`src/rtl/axi4_stream_pkg.sv`:
```
// Shared AXI4-Stream word type, limiter state encoding and counter helper.
// Struct fields are sized for the widest supported bus; narrower users zero-pad.
package axi4_stream_pkg;

    localparam int AXIS_MAX_TDATA_W = 512;
    localparam int AXIS_MAX_TKEEP_W = AXIS_MAX_TDATA_W / 8;
    localparam int AXIS_MAX_TUSER_W = 32;
    localparam int AXIS_MAX_TDEST_W = 16;
    localparam int AXIS_MAX_TID_W   = 16;

    typedef struct packed {
        logic [AXIS_MAX_TDATA_W-1:0] tdata;
        logic [AXIS_MAX_TKEEP_W-1:0] tstrb;
        logic [AXIS_MAX_TKEEP_W-1:0] tkeep;
        logic                        tlast;
        logic [AXIS_MAX_TUSER_W-1:0] tuser;
        logic [AXIS_MAX_TDEST_W-1:0] tdest;
        logic [AXIS_MAX_TID_W-1:0]   tid;
    } axi4_stream_word_t;

    typedef enum logic {
        LIM_PASS    = 1'b0,
        LIM_DISCARD = 1'b1
    } lim_state_t;

    function automatic logic [31:0] sat_inc32(input logic [31:0] v);
        return (&v) ? v : v + 32'd1;
    endfunction

endpackage

```
`src/rtl/axi4_stream_if.sv`:
```
// AXI4-Stream bundle with master/slave views; widths set per instance.
interface axi4_stream_if #(
    parameter int TDATA_WIDTH = 32,
    parameter int TUSER_WIDTH = 1,
    parameter int TDEST_WIDTH = 1,
    parameter int TID_WIDTH   = 1
);
    logic [TDATA_WIDTH-1:0]   tdata;
    logic [TDATA_WIDTH/8-1:0] tstrb;
    logic [TDATA_WIDTH/8-1:0] tkeep;
    logic                     tlast;
    logic [TUSER_WIDTH-1:0]   tuser;
    logic [TDEST_WIDTH-1:0]   tdest;
    logic [TID_WIDTH-1:0]     tid;
    logic                     tvalid;
    logic                     tready;

    modport master (
        output tdata, tstrb, tkeep, tlast, tuser, tdest, tid, tvalid,
        input  tready
    );

    modport slave (
        input  tdata, tstrb, tkeep, tlast, tuser, tdest, tid, tvalid,
        output tready
    );
endinterface

```
`src/rtl/axi4_stream_reg_slice.sv`:
```
// Single-entry forward register slice, one cycle latency; accepts a new word
// whenever the slot is empty or being drained this cycle, otherwise holds.
module axi4_stream_reg_slice
    import axi4_stream_pkg::*;
(
    input  logic              clk_i,
    input  logic              rst_i,
    input  logic              in_vld,
    output logic              in_rdy,
    input  axi4_stream_word_t in_dat,
    output logic              out_vld,
    input  logic              out_rdy,
    output axi4_stream_word_t out_dat
);

    assign in_rdy = !out_vld || out_rdy;

    always_ff @(posedge clk_i or posedge rst_i) begin
        if (rst_i) begin
            out_vld <= 1'b0;
        end else if (in_rdy) begin
            out_vld <= in_vld;
        end
    end

    // Payload is qualified by out_vld, so it needs no reset.
    always_ff @(posedge clk_i) begin
        if (in_vld && in_rdy) begin
            out_dat <= in_dat;
        end
    end

endmodule

```
`src/rtl/axi4_stream_pkt_limiter.sv`:
```
// Caps packets at MAX_PKT_WORDS words (tlast forced, tail dropped), 1-cycle latency.
// Saturating statistics only when AXI4_STREAM_PKT_LIMITER_STATS_EN is defined.
module axi4_stream_pkt_limiter
    import axi4_stream_pkg::*;
#(
    parameter int TDATA_WIDTH   = 32,
    parameter int TUSER_WIDTH   = 1,
    parameter int TDEST_WIDTH   = 1,
    parameter int TID_WIDTH     = 1,
    parameter int MAX_PKT_WORDS = 256,
    parameter int CNT_WIDTH     = $clog2(MAX_PKT_WORDS + 1)
) (
    input  logic         clk_i,
    input  logic         rst_i,
    axi4_stream_if.slave  pkt_i,
    axi4_stream_if.master pkt_o,
    output logic         trunc_o,
    output logic         discard_o,
    output logic [31:0]  pkt_cnt_o,
    output logic [31:0]  trunc_cnt_o
);

    localparam int KEEP_W = TDATA_WIDTH / 8;

    lim_state_t           state;
    lim_state_t           state_nxt;
    logic [CNT_WIDTH-1:0] word_cnt;
    logic [CNT_WIDTH-1:0] word_cnt_nxt;

    logic              slice_in_rdy;
    logic              slice_out_vld;
    logic              accept;
    logic              at_limit;
    logic              trunc_hit;
    axi4_stream_word_t in_word;
    axi4_stream_word_t out_word;
    logic              unused_pad;

    // word_cnt holds words already accepted, so the current word is number word_cnt+1.
    assign at_limit  = (word_cnt == CNT_WIDTH'(MAX_PKT_WORDS - 1));
    assign pkt_i.tready = (state == LIM_DISCARD) ? 1'b1 : slice_in_rdy;
    assign accept    = pkt_i.tvalid && pkt_i.tready;
    assign trunc_hit = accept && (state == LIM_PASS) && at_limit && !pkt_i.tlast;
    assign trunc_o   = trunc_hit && !rst_i;
    assign discard_o = (state == LIM_DISCARD);

    always_ff @(posedge clk_i or posedge rst_i) begin
        if (rst_i) begin
            state    <= LIM_PASS;
            word_cnt <= '0;
        end else begin
            state    <= state_nxt;
            word_cnt <= word_cnt_nxt;
        end
    end

    always_comb begin
        state_nxt    = state;
        word_cnt_nxt = word_cnt;
        case (state)
            LIM_PASS: begin
                if (accept) begin
                    if (pkt_i.tlast) begin
                        word_cnt_nxt = '0;
                    end else if (at_limit) begin
                        word_cnt_nxt = '0;
                        state_nxt    = LIM_DISCARD;
                    end else begin
                        word_cnt_nxt = word_cnt + CNT_WIDTH'(1);
                    end
                end
            end
            LIM_DISCARD: begin
                if (accept && pkt_i.tlast) begin
                    state_nxt = LIM_PASS;
                end
            end
            default: begin
                state_nxt    = LIM_PASS;
                word_cnt_nxt = '0;
            end
        endcase
    end

    always_comb begin
        in_word                        = '0;
        in_word.tdata[TDATA_WIDTH-1:0] = pkt_i.tdata;
        in_word.tstrb[KEEP_W-1:0]      = pkt_i.tstrb;
        in_word.tkeep[KEEP_W-1:0]      = pkt_i.tkeep;
        in_word.tlast                  = pkt_i.tlast || trunc_hit;
        in_word.tuser[TUSER_WIDTH-1:0] = pkt_i.tuser;
        in_word.tdest[TDEST_WIDTH-1:0] = pkt_i.tdest;
        in_word.tid[TID_WIDTH-1:0]     = pkt_i.tid;
    end

    // Dropped words never reach the slice; a word already held completes normally.
    axi4_stream_reg_slice u_out_slice (
        .clk_i   (clk_i),
        .rst_i   (rst_i),
        .in_vld  (pkt_i.tvalid && (state == LIM_PASS)),
        .in_rdy  (slice_in_rdy),
        .in_dat  (in_word),
        .out_vld (slice_out_vld),
        .out_rdy (pkt_o.tready),
        .out_dat (out_word)
    );

    assign pkt_o.tvalid = slice_out_vld;
    assign pkt_o.tdata  = out_word.tdata[TDATA_WIDTH-1:0];
    assign pkt_o.tstrb  = out_word.tstrb[KEEP_W-1:0];
    assign pkt_o.tkeep  = out_word.tkeep[KEEP_W-1:0];
    assign pkt_o.tlast  = out_word.tlast;
    assign pkt_o.tuser  = out_word.tuser[TUSER_WIDTH-1:0];
    assign pkt_o.tdest  = out_word.tdest[TDEST_WIDTH-1:0];
    assign pkt_o.tid    = out_word.tid[TID_WIDTH-1:0];

    // Pad bits above the configured widths are constant zero.
    assign unused_pad = ^out_word;

`ifdef AXI4_STREAM_PKT_LIMITER_STATS_EN
    always_ff @(posedge clk_i or posedge rst_i) begin
        if (rst_i) begin
            pkt_cnt_o   <= '0;
            trunc_cnt_o <= '0;
        end else begin
            if (slice_out_vld && pkt_o.tready && pkt_o.tlast) begin
                pkt_cnt_o <= sat_inc32(pkt_cnt_o);
            end
            if (trunc_hit) begin
                trunc_cnt_o <= sat_inc32(trunc_cnt_o);
            end
        end
    end
`else
    assign pkt_cnt_o   = '0;
    assign trunc_cnt_o = '0;
`endif

endmodule

```
`src/flat_wrapper.sv`:
```
// flat-port wrapper written by rule: the top's interface ports become plain ports
module axi4_stream_pkt_limiter_flat import axi4_stream_pkg::*;
#(
    parameter int TDATA_WIDTH   = 32,
    parameter int TUSER_WIDTH   = 1,
    parameter int TDEST_WIDTH   = 1,
    parameter int TID_WIDTH     = 1,
    parameter int MAX_PKT_WORDS = 256,
    parameter int CNT_WIDTH     = $clog2(MAX_PKT_WORDS + 1)
)
  (clk_i, rst_i, trunc_o, discard_o, pkt_cnt_o, trunc_cnt_o, pkt_i_tdata, pkt_i_tstrb, pkt_i_tkeep, pkt_i_tlast, pkt_i_tuser, pkt_i_tdest, pkt_i_tid, pkt_i_tvalid, pkt_i_tready, pkt_o_tdata, pkt_o_tstrb, pkt_o_tkeep, pkt_o_tlast, pkt_o_tuser, pkt_o_tdest, pkt_o_tid, pkt_o_tvalid, pkt_o_tready);
  axi4_stream_if #(.TDATA_WIDTH(TDATA_WIDTH), .TUSER_WIDTH(TUSER_WIDTH), .TDEST_WIDTH(TDEST_WIDTH), .TID_WIDTH(TID_WIDTH)) pkt_i_i ();
  axi4_stream_if #(.TDATA_WIDTH(TDATA_WIDTH), .TUSER_WIDTH(TUSER_WIDTH), .TDEST_WIDTH(TDEST_WIDTH), .TID_WIDTH(TID_WIDTH)) pkt_o_i ();
  input  logic clk_i;
  input  logic rst_i;
  output logic trunc_o;
  output logic discard_o;
  output logic [31:0] pkt_cnt_o;
  output logic [31:0] trunc_cnt_o;
  input wire logic [$bits(pkt_i_i.tdata)-1:0] pkt_i_tdata;
  input wire logic [$bits(pkt_i_i.tstrb)-1:0] pkt_i_tstrb;
  input wire logic [$bits(pkt_i_i.tkeep)-1:0] pkt_i_tkeep;
  input wire logic [$bits(pkt_i_i.tlast)-1:0] pkt_i_tlast;
  input wire logic [$bits(pkt_i_i.tuser)-1:0] pkt_i_tuser;
  input wire logic [$bits(pkt_i_i.tdest)-1:0] pkt_i_tdest;
  input wire logic [$bits(pkt_i_i.tid)-1:0] pkt_i_tid;
  input wire logic [$bits(pkt_i_i.tvalid)-1:0] pkt_i_tvalid;
  output wire logic [$bits(pkt_i_i.tready)-1:0] pkt_i_tready;
  output wire logic [$bits(pkt_o_i.tdata)-1:0] pkt_o_tdata;
  output wire logic [$bits(pkt_o_i.tstrb)-1:0] pkt_o_tstrb;
  output wire logic [$bits(pkt_o_i.tkeep)-1:0] pkt_o_tkeep;
  output wire logic [$bits(pkt_o_i.tlast)-1:0] pkt_o_tlast;
  output wire logic [$bits(pkt_o_i.tuser)-1:0] pkt_o_tuser;
  output wire logic [$bits(pkt_o_i.tdest)-1:0] pkt_o_tdest;
  output wire logic [$bits(pkt_o_i.tid)-1:0] pkt_o_tid;
  output wire logic [$bits(pkt_o_i.tvalid)-1:0] pkt_o_tvalid;
  input wire logic [$bits(pkt_o_i.tready)-1:0] pkt_o_tready;
  assign pkt_i_i.tdata = pkt_i_tdata;
  assign pkt_i_i.tstrb = pkt_i_tstrb;
  assign pkt_i_i.tkeep = pkt_i_tkeep;
  assign pkt_i_i.tlast = pkt_i_tlast;
  assign pkt_i_i.tuser = pkt_i_tuser;
  assign pkt_i_i.tdest = pkt_i_tdest;
  assign pkt_i_i.tid = pkt_i_tid;
  assign pkt_i_i.tvalid = pkt_i_tvalid;
  assign pkt_i_tready = pkt_i_i.tready;
  assign pkt_o_tdata = pkt_o_i.tdata;
  assign pkt_o_tstrb = pkt_o_i.tstrb;
  assign pkt_o_tkeep = pkt_o_i.tkeep;
  assign pkt_o_tlast = pkt_o_i.tlast;
  assign pkt_o_tuser = pkt_o_i.tuser;
  assign pkt_o_tdest = pkt_o_i.tdest;
  assign pkt_o_tid = pkt_o_i.tid;
  assign pkt_o_tvalid = pkt_o_i.tvalid;
  assign pkt_o_i.tready = pkt_o_tready;
  axi4_stream_pkt_limiter #(.TDATA_WIDTH(TDATA_WIDTH), .TUSER_WIDTH(TUSER_WIDTH), .TDEST_WIDTH(TDEST_WIDTH), .TID_WIDTH(TID_WIDTH), .MAX_PKT_WORDS(MAX_PKT_WORDS), .CNT_WIDTH(CNT_WIDTH)) u_core (.clk_i(clk_i), .rst_i(rst_i), .pkt_i(pkt_i_i), .pkt_o(pkt_o_i), .trunc_o(trunc_o), .discard_o(discard_o), .pkt_cnt_o(pkt_cnt_o), .trunc_cnt_o(trunc_cnt_o));
endmodule
```
`config.mk`:
```
export PLATFORM = sky130hd
export DESIGN_NAME = axi4_stream_pkt_limiter_flat
export DESIGN_NICKNAME = d
export VERILOG_FILES = /design/src/rtl/axi4_stream_pkg.sv /design/src/rtl/axi4_stream_if.sv /design/src/rtl/axi4_stream_reg_slice.sv /design/src/rtl/axi4_stream_pkt_limiter.sv /design/src/flat_wrapper.sv
export SDC_FILE = /design/constraint.sdc
export NUM_CORES = 1
export LEC_CHECK = 0
export BUFFER_PORTS_ARGS = -buffer_cell sky130_fd_sc_hd__buf_4
export CORE_MARGIN = 3
export CORE_UTILIZATION = 45
export CTS_BUF_LIST = sky130_fd_sc_hd__clkbuf_16
export DETAILED_ROUTE_END_ITERATION = 8
export PLACE_DENSITY = 0.85
export SLEW_MARGIN = 25
export SYNTH_ARGS = -nofsm -noshare
export SYNTH_HDL_FRONTEND = slang
export SYNTH_SLANG_ARGS = --single-unit
```
`constraint.sdc`:
```
create_clock -name clk_i -period 4 [get_ports clk_i]
set_input_delay 0.8 -clock clk_i [delete_from_list [all_inputs] [get_ports clk_i]]
set_output_delay 0.8 -clock clk_i [all_outputs]
set_load 0.01 [all_outputs]
```
==> results.yml, run 1 <==
status:
  status: "finished, final reports clean"
floorplanning:
  start_util_pct: 47.0
  rows: 26
  ios: 160
  die_height_um: 79.3
  core_mm2: 0.00514
  die_w_um: 79.3
  die_area_mm2: 0.00628
yosys:
  yosysUniqueCellTypes: 34
  synth_warnings: 0
  ys_seq_area_share_pct: 66.1
  synth-seq-cells: 55
  synthesis.instances: 172
  syn_area_mm2: 0.00241
  synth.avg_cell_area_um2: 14.0
clock_tree:
  hold_buffers: 0
  cts_setup_buffers: 0
  cts_max_path_buffers: 2
  clk_pin_slew_worst_paths_ps: 70
  cts_tree: "built"
  h-tree-depth: 2
  cts_made_buffers: 5
  clk_latency_ps: 280
  clock-sinks: 55
  cts_resized: 0
  ctsRootBufferMaster: "clkbuf_16"
layout:
  seq_area_mm2: 0.00160
  area_growth_pct: 29.6
  n_antenna_cell: 0
  final_cell_mix: "buf_4, conb_1, edfxtp_1"
  drive_gt1_share_pct: 39.7
  fillCellCount: 424
  multi_input_area_um2: 558
  finalNonFillerCells: 342
  mostFrequentLayoutCell: "buf_4"
  fin_nets: 320
power:
  vdd_drop_max_mv: 0.247
  power.density_mw_per_mm2: 418
  leakagePower_uw: 0.00143
route:
  vias: 1439
  ant_nets: 0
  drc: 0
  routedWlPerCell_um: 13.3
  viasPerCell: 4.21
  drtPass1Iterations: 4
  routed_wl_um: 4540
  first_iter_violations: 87
global_route:
  grt_pass1_vias: 1237
  grt_antenna_before_repair: 0
  overflow: 0
  grt.total_usage_pct: 13.7
  grt_max_degree: 49
  grt_pass1_wl_um: 6420
placed_design:
  dp_hpwl_um: 3590
  port_buffers: 95
  gp_congestion: 0.886
  dp.cells: 334
sta:
  maxSlewViolCount: 0
  rsz0062_at_grt: "false"
  setup_viol_count_final: 0
  max_freq_ghz: 0.387
  finalCritPeriodShare_pct: 64.6
  finalHoldViolations: 0
  fin_crit_ps: 2590
  relSlewSlack_pct: 37.3
  worst_slew_pin_slew_ps: 939
  fin_skew_ps: 3.93
  fin_tns_setup_ps: 0
setup_path:
  cp-end-kind: "output pin"
  cp.required_ps: 3200
  crit_arrival_ps: 1790
  timing.reg2reg.setup_slack_ps: 1880
  critPathKind: "reg2out"
  cp_max_fo: 6
  cp-start-kind: "register"
flow_run:
  cap_violations: 0
min_path:
  hp-class: "reg2reg"
[cells by family after synthesis]
group | after synthesis | share of synthesized area, %
buf+inv | 68 | 20.6
flops | 55 | 66.1
simple gates | 30 | 7.62
compound gates | 14 | 3.94
xor+xnor | 3 | 1.09
fa+ha+maj | 1 | 0.518
other cells | 1 | 0.155
[cells in the mapped netlist, drive strengths merged]
library cell  count  share of area, %
a21o              1              0.31
a21oi             3              0.62
a31oi             1              0.26
and2              1              0.26
and3              2              0.52
and3b             1              0.36
buf              65                20
clkbuf            1              0.16
conb              1              0.16
dfrtp            11                11
edfxtp           44                55
ha                1              0.52
inv               2              0.31
nand2             5              0.78
nand2b            2              0.83
nand3             3              0.62
nand4             2              0.52
nor2              5              0.78
nor2b             1              0.57
nor3              3              0.83
nor4              2              0.52
o21a              1              0.31
o21ai             6               1.2
o31ai             2               1.2
or2               1              0.26
or2b              1              0.31
or3               1              0.47
xnor2             3               1.1
[sequential cells by signal, summed over array words and instances, names as in the netlist]
| name | flops |
|---|---|
| u_core.u_out_slice.out_dat | 44 |
| u_core.word_cnt | 9 |
| u_core.discard_o | 1 |
| u_core.u_out_slice.out_vld | 1 |
[cell type report]
type | count | area share (%)
Inverter | 2 | 0.240
Sequential cell | 55 | 51.0
Timing Repair Buffer | 95 | 22.8
Clock inverter | 3 | 1.32
Tap cell | 70 | 2.80
Clock buffer | 5 | 4.00
Multi-Input combinational cell | 112 | 17.8
[final timing paths]
| kind | end | from | depth (start not counted) |
|---|---|---|---|
| worst min register to register | u_core.word_cnt[6] | u_core.word_cnt[6] | 1 |
| worst min-delay path | u_core.word_cnt[6] | u_core.word_cnt[6] | 1 |
| max in group asynchronous | u_core.word_cnt[0] | rst_i | 2 |
| worst max register to register | u_core.word_cnt[8] | u_core.discard_o | 5 |
| min in group asynchronous | u_core.u_out_slice.out_vld | rst_i | 2 |
| worst max-delay path | trunc_o | u_core.word_cnt[0] | 5 |
[routing by layer]
layer / wire, um / share of wire (%) / vias to the layer above / GRT usage (%)
met3: 639 / 14 / 2 / 4.54
met5: 0 / 0 / - / 0
met4: 40 / 0.88 / 0 / 4.64
li1: - / - / 668 / -
met1: 1580 / 35 / 663 / 16.2
met2: 2270 / 50 / 106 / 23.4
[worst max-delay path, stage by stage, from the launching register on]
cell,delay [ps]
dfrtp_1,400
ha_1,280
nand3_1,140
nor3_2,350
and3_1,220
buf_4,120
[power by group]
part	leakage [uW]	switching, uW	internal (uW)
clock	0.0000812	179	293
combinational	0.000781	86.5	71.1
sequential	0.000565	18.8	658
[through the flow]
stage / hold slack (ps) / util (%) / total power (uW) / setup WS (ps) / area [um2]
6_report: 508 / 60.9 / 1310 / 1410 / 3130
5_1_grt: 549 / 60.9 / 1360 / 1200 / 3130
4_1_cts: 499 / 60.9 / 1320 / 1390 / 3130
3_5_place_dp: 491 / 57.6 / 848 / 1430 / 2960
3_3_place_gp: 491 / 57.6 / 841 / 1490 / 2960
2_1_floorplan: 451 / - / 808 / 1670 / 2650
Note: power is estimated with default switching activity, not from simulation.
==> run 2: changes to the inputs <==
- CORE_UTILIZATION: 45 -> 38
- PLACE_DENSITY: 0.85 -> 0.77
- clock period: 4 -> 2.1 ns (I/O delays scaled with it)
==> results.yml, run 2 (synthesis gave the netlist of run 1 again) <==
flow_run:
  cap_violations: 0
floorplanning:
  die_area_mm2: 0.00735
  start_util_pct: 40.1
  rows: 28
  core_mm2: 0.00603
  die_height_um: 85.7
  ios: 160
  die_w_um: 85.7
sta:
  hold_ws_ps: 135
  fin_tns_setup_ps: 0
  fin_skew_ps: 2.26
  finalCritPeriodShare_pct: 96.0
  maxSlewViolCount: 0
  max_freq_ghz: 0.496
  rsz0062_at_grt: "false"
  fin_crit_ps: 2020
  setup_viol_count_final: 0
  finalHoldViolations: 0
route:
  drtPass1Iterations: 4
  viasPerCell: 4.09
  routedWlPerCell_um: 13.1
  drc: 0
  first_iter_violations: 80
  routed_wl_um: 4620
  ant_nets: 0
  vias: 1439
power:
  swShare_pct: 21.5
  power.density_mw_per_mm2: 779
  power_frac_comb_pct: 12.5
  vdd_drop_max_mv: 0.448
  p_seq_share_pct: 51.8
  power_frac_clock_pct: 35.7
  p_int_uw: 1950
  p_switching_uw: 535
  leakagePower_uw: 0.00145
setup_path:
  timing.rr.end: "u_core.u_out_slice.out_dat[64]"
  crit_chain: "ha_2 > nand3_1 > nor3_4 > and3_1 > buf_4"
  critPathSlowestCell: "dfrtp_1"
  crit_arrival_ps: 1600
  cp-start-kind: "register"
  cp-end-kind: "output pin"
  cp.required_ps: 1680
  cp_max_fo: 6
  reg2reg_depth: 4
  critPathBufInv: 1
  reg2reg_from: "u_core.discard_o"
  critPathKind: "reg2out"
  timing.reg2reg.setup_slack_ps: 460
  slowest_delay_ps: 400
  cp_top_family: "simple AND/OR/NAND/NOR gates"
clock_tree:
  clk_pin_slew_worst_paths_ps: 60
  cts_made_buffers: 5
  clk_latency_ps: 280
  hold_buffers: 0
  ctsRootBufferMaster: "clkbuf_16"
  clock-sinks: 55
  h-tree-depth: 2
  cts_max_path_buffers: 2
  cts_tree: "built"
layout:
  top_register: "u_core.u_out_slice.out_dat"
  largest_register_ffs: 44
  drive_gt1_share_pct: 41.2
  final_cell_mix: "buf_4, conb_1, edfxtp_1"
  utilization_pct: 53.0
  largestRegisters: "u_core.u_out_slice.out_dat (44), u_core.word_cnt (9)"
  mostFrequentLayoutCell: "buf_4"
  seq_area_mm2: 0.00160
  area_growth_pct: 32.3
  n_antenna_cell: 0
  fillCellCount: 513
  multi_input_area_um2: 567
  fin_nets: 325
global_route:
  grt.total_usage_pct: 11.6
  grt_pass1_vias: 1264
  grt_pass1_wl_um: 6380
  overflow: 0
  grt_max_degree: 45
  grt_antenna_before_repair: 0
min_path:
  hp-class: "in2async"
placed_design:
  port_buffers: 95
  gp_congestion: 0.892
  dp_hpwl_um: 3700
status:
  status: "finished, final reports clean"
==> run 2: cell count changes in the layout (fill, tap and decap cells not counted), sizes merged <==
| cell | before | now |
|---|---|---|
| buf | 95 | 100 |
==> run 2: stage by stage <==
| stage | setup slack, ps | power [uW] | instances | area, um2 |
|---|---|---|---|---|
| after CTS | 38.1 | 2520 | 349 | 3170 |
| after floorplan | 210 | 1540 | 235 | 2650 |
| final | 84.3 | 2490 | 352 | 3190 |
| after global routing | 3.98 | 2590 | 352 | 3190 |
| after detailed placement | 278 | 1620 | 341 | 3000 |
| after global placement | 341 | 1610 | 341 | 3000 |
==> run 2: worst min-delay path: stages <==
cell   delay (ps)
buf_4         110
inv_1          50
buf_4         190
==> run 2: worst max-delay path by stage <==
stage | slack [ps] | startpoint | end | cells after the start
final | 80 | u_core.word_cnt[0] | trunc_o | 5
after global routing | 4 | u_core.word_cnt[0] | trunc_o | 5
after CTS | 40 | u_core.word_cnt[0] | trunc_o | 5
after detailed placement | 280 | u_core.word_cnt[0] | trunc_o | 5
after global placement | 340 | u_core.word_cnt[0] | trunc_o | 5
after floorplan | 210 | u_core.discard_o | u_core.word_cnt[8] | 6
==> run 2: layout make-up <==
class | count | area share [%]
Timing Repair Buffer | 100 | 23.9
Sequential cell | 55 | 50.0
Multi-Input combinational cell | 112 | 17.7
Inverter | 2 | 0.235
Tap cell | 75 | 2.94
Clock inverter | 3 | 1.29
Clock buffer | 5 | 3.92
==> run 2: power by group through the flow <==
| stage | Clock (uW) | Sequential [uW] | Combinational, uW |
|---|---|---|---|
| final | 889 | 1290 | 312 |
| after global routing | 956 | 1300 | 339 |
| after CTS | 918 | 1290 | 313 |
| after detailed placement | 0 | 1310 | 312 |
| after global placement | 0 | 1310 | 305 |
| after floorplan | 0 | 1330 | 208 |
==> run 2: repair_timing <==
item,4_1_cts,5_1_grt
setup buffers,0,3
pin swaps,0,2
gates resized for setup,2,0
endpoints found under the setup margin,1,1
==> run 2: per-layer routing <==
metal | wire length [um] | part of all wire (%) | GRT usage [%]
met4 | 99 | 2.1 | 6.04
met5 | 0 | 0 | 0
met2 | 2160 | 47 | 18.9
met3 | 621 | 13 | 3.07
met1 | 1730 | 38 | 14.0
==> run 3: changes to the inputs <==
- GPL_TIMING_DRIVEN: default -> 0
==> results.yml, run 3 (synthesis gave the netlist of run 1 again) <==
status:
  status: "finished, final reports clean"
sta:
  finalHoldViolations: 0
  finalCritPeriodShare_pct: 97.0
  rsz0062_at_grt: "true"
  hold_ws_ps: 133
  fin_skew_ps: 4.90
  max_freq_ghz: 0.491
  fin_crit_ps: 2040
  fin_tns_setup_ps: 0
  worst_slew_pin_slew_ps: 553
  maxSlewViolCount: 0
  setup_viol_count_final: 0
  relSlewSlack_pct: 63.1
power:
  p_switching_uw: 571
  vdd_drop_max_mv: 0.597
  power.density_mw_per_mm2: 738
  swShare_pct: 20.9
  p_int_uw: 2160
  leakagePower_uw: 0.00181
  power_frac_clock_pct: 37.6
  power_frac_comb_pct: 15.1
  p_seq_share_pct: 47.4
layout:
  n_antenna_cell: 0
  seq_area_mm2: 0.00160
  largest_register_ffs: 44
  top_register: "u_core.u_out_slice.out_dat"
  fillCellCount: 494
  mostFrequentLayoutCell: "buf_4"
  fin_nets: 388
  final_cell_mix: "buf_4, conb_1, edfxtp_1"
  drive_gt1_share_pct: 52.4
  multi_input_area_um2: 589
  largestRegisters: "u_core.u_out_slice.out_dat (44), u_core.word_cnt (9)"
  area_growth_pct: 53.1
global_route:
  grt_antenna_before_repair: 0
  overflow: 0
  grt.total_usage_pct: 13.1
  grt_pass1_vias: 1522
  grt_max_degree: 49
  grt_pass1_wl_um: 7410
route:
  drtPass1Iterations: 4
  ant_nets: 0
  first_iter_violations: 107
  vias: 1632
  routedWlPerCell_um: 12.4
  viasPerCell: 3.93
  routed_wl_um: 5150
  drc: 0
flow_run:
  cap_violations: 0
clock_tree:
  clock-sinks: 55
  ctsRootBufferMaster: "clkbuf_16"
  cts_tree: "built"
  hold_buffers: 0
  h-tree-depth: 2
  cts_made_buffers: 5
  cts_max_path_buffers: 2
  clk_latency_ps: 280
  clk_pin_slew_worst_paths_ps: 70
setup_path:
  critPathKind: "reg2out"
  crit_arrival_ps: 1620
  critPathSlowestCell: "dfrtp_1"
  cp-start-kind: "register"
  slowest_delay_ps: 420
  cp_top_family: "simple AND/OR/NAND/NOR gates"
  cp.required_ps: 1680
  critPathBufInv: 1
  cp_max_fo: 6
  cp-end-kind: "output pin"
  crit_chain: "ha_4 > nand3_4 > nor3_4 > and3_1 > buf_4"
floorplanning:
  start_util_pct: 40.1
  die_w_um: 85.7
  rows: 28
  die_height_um: 85.7
  ios: 160
  die_area_mm2: 0.00735
  core_mm2: 0.00603
min_path:
  hp-class: "in2async"
placed_design:
  gp_congestion: 0.851
  dp_hpwl_um: 4030
  port_buffers: 94
## run 3: cell count changes in the layout (fill, tap and decap cells not counted), sizes merged
cell      before  now
clkinvlp       1    0
bufinv         1    2
buf          100  162
clkbuf         5    6
## run 3: layer usage
| layer | track usage, % | vias up | part of all wire, % |
|---|---|---|---|
| met2 | 22.7 | 115 | 49 |
| met5 | 0 | - | 0 |
| li1 | - | 801 | - |
| met4 | 4.75 | 0 | 1.1 |
| met3 | 3.84 | 4 | 12 |
| met1 | 15.4 | 712 | 37 |
## run 3: power groups by stage
stage,clock network (uW),logic (uW),registers (uW)
floorplan,0,208,1330
global placement,0,382,1310
detailed placement,0,389,1310
CTS,1050,391,1290
global route,1100,444,1300
finish,1020,411,1290
## run 3: worst paths after layout
kind | startpoint | slack [ps] | cells after the start | endpoint
setup reg to reg | u_core.discard_o | 290 | 6 | u_core.word_cnt[8]
setup / recovery | u_core.word_cnt[1] | 60 | 5 | trunc_o
max in group asynchronous | rst_i | 1640 | 2 | u_core.word_cnt[4]
hold / removal | rst_i | 130 | 2 | u_core.word_cnt[1]
min in group clk_i | pkt_i_tstrb[2] | 310 | 1 | u_core.u_out_slice.out_dat[131]
hold reg to reg | u_core.word_cnt[6] | 510 | 1 | u_core.word_cnt[6]
## run 3: final cells by class
| type | instances | area share, % |
|---|---|---|
| clock buffer | 5 | 3.38 |
| tap | 75 | 2.54 |
| sequential | 55 | 43.2 |
| clock inverter | 3 | 1.73 |
| timing repair buffer | 97 | 19.7 |
| buffer | 66 | 13.2 |
| multi-input combinational | 112 | 15.9 |
| inverter | 2 | 0.271 |
## run 3: stage by stage
| stage | power, uW | utilization [%] | setup WS, ps | instances | area (um2) |
|---|---|---|---|---|---|
| after CTS | 2730 | 60.5 | -25.4 | 412 | 3650 |
| final | 2730 | 61.4 | 63.0 | 415 | 3700 |
| after detailed placement | 1700 | 57.3 | -67.0 | 404 | 3450 |
| after global routing | 2840 | 61.4 | -34.5 | 415 | 3700 |
| after floorplan | 1540 | - | 210 | 235 | 2650 |
| after global placement | 1690 | 57.3 | -56.5 | 404 | 3450 |
## run 3: timing repair
action,4_1_cts,5_1_grt
endpoints found under the hold margin,0,0
setup endpoints to repair,2,1
buffers inserted,0,3
pin swaps,0,3
gates resized for setup,2,5
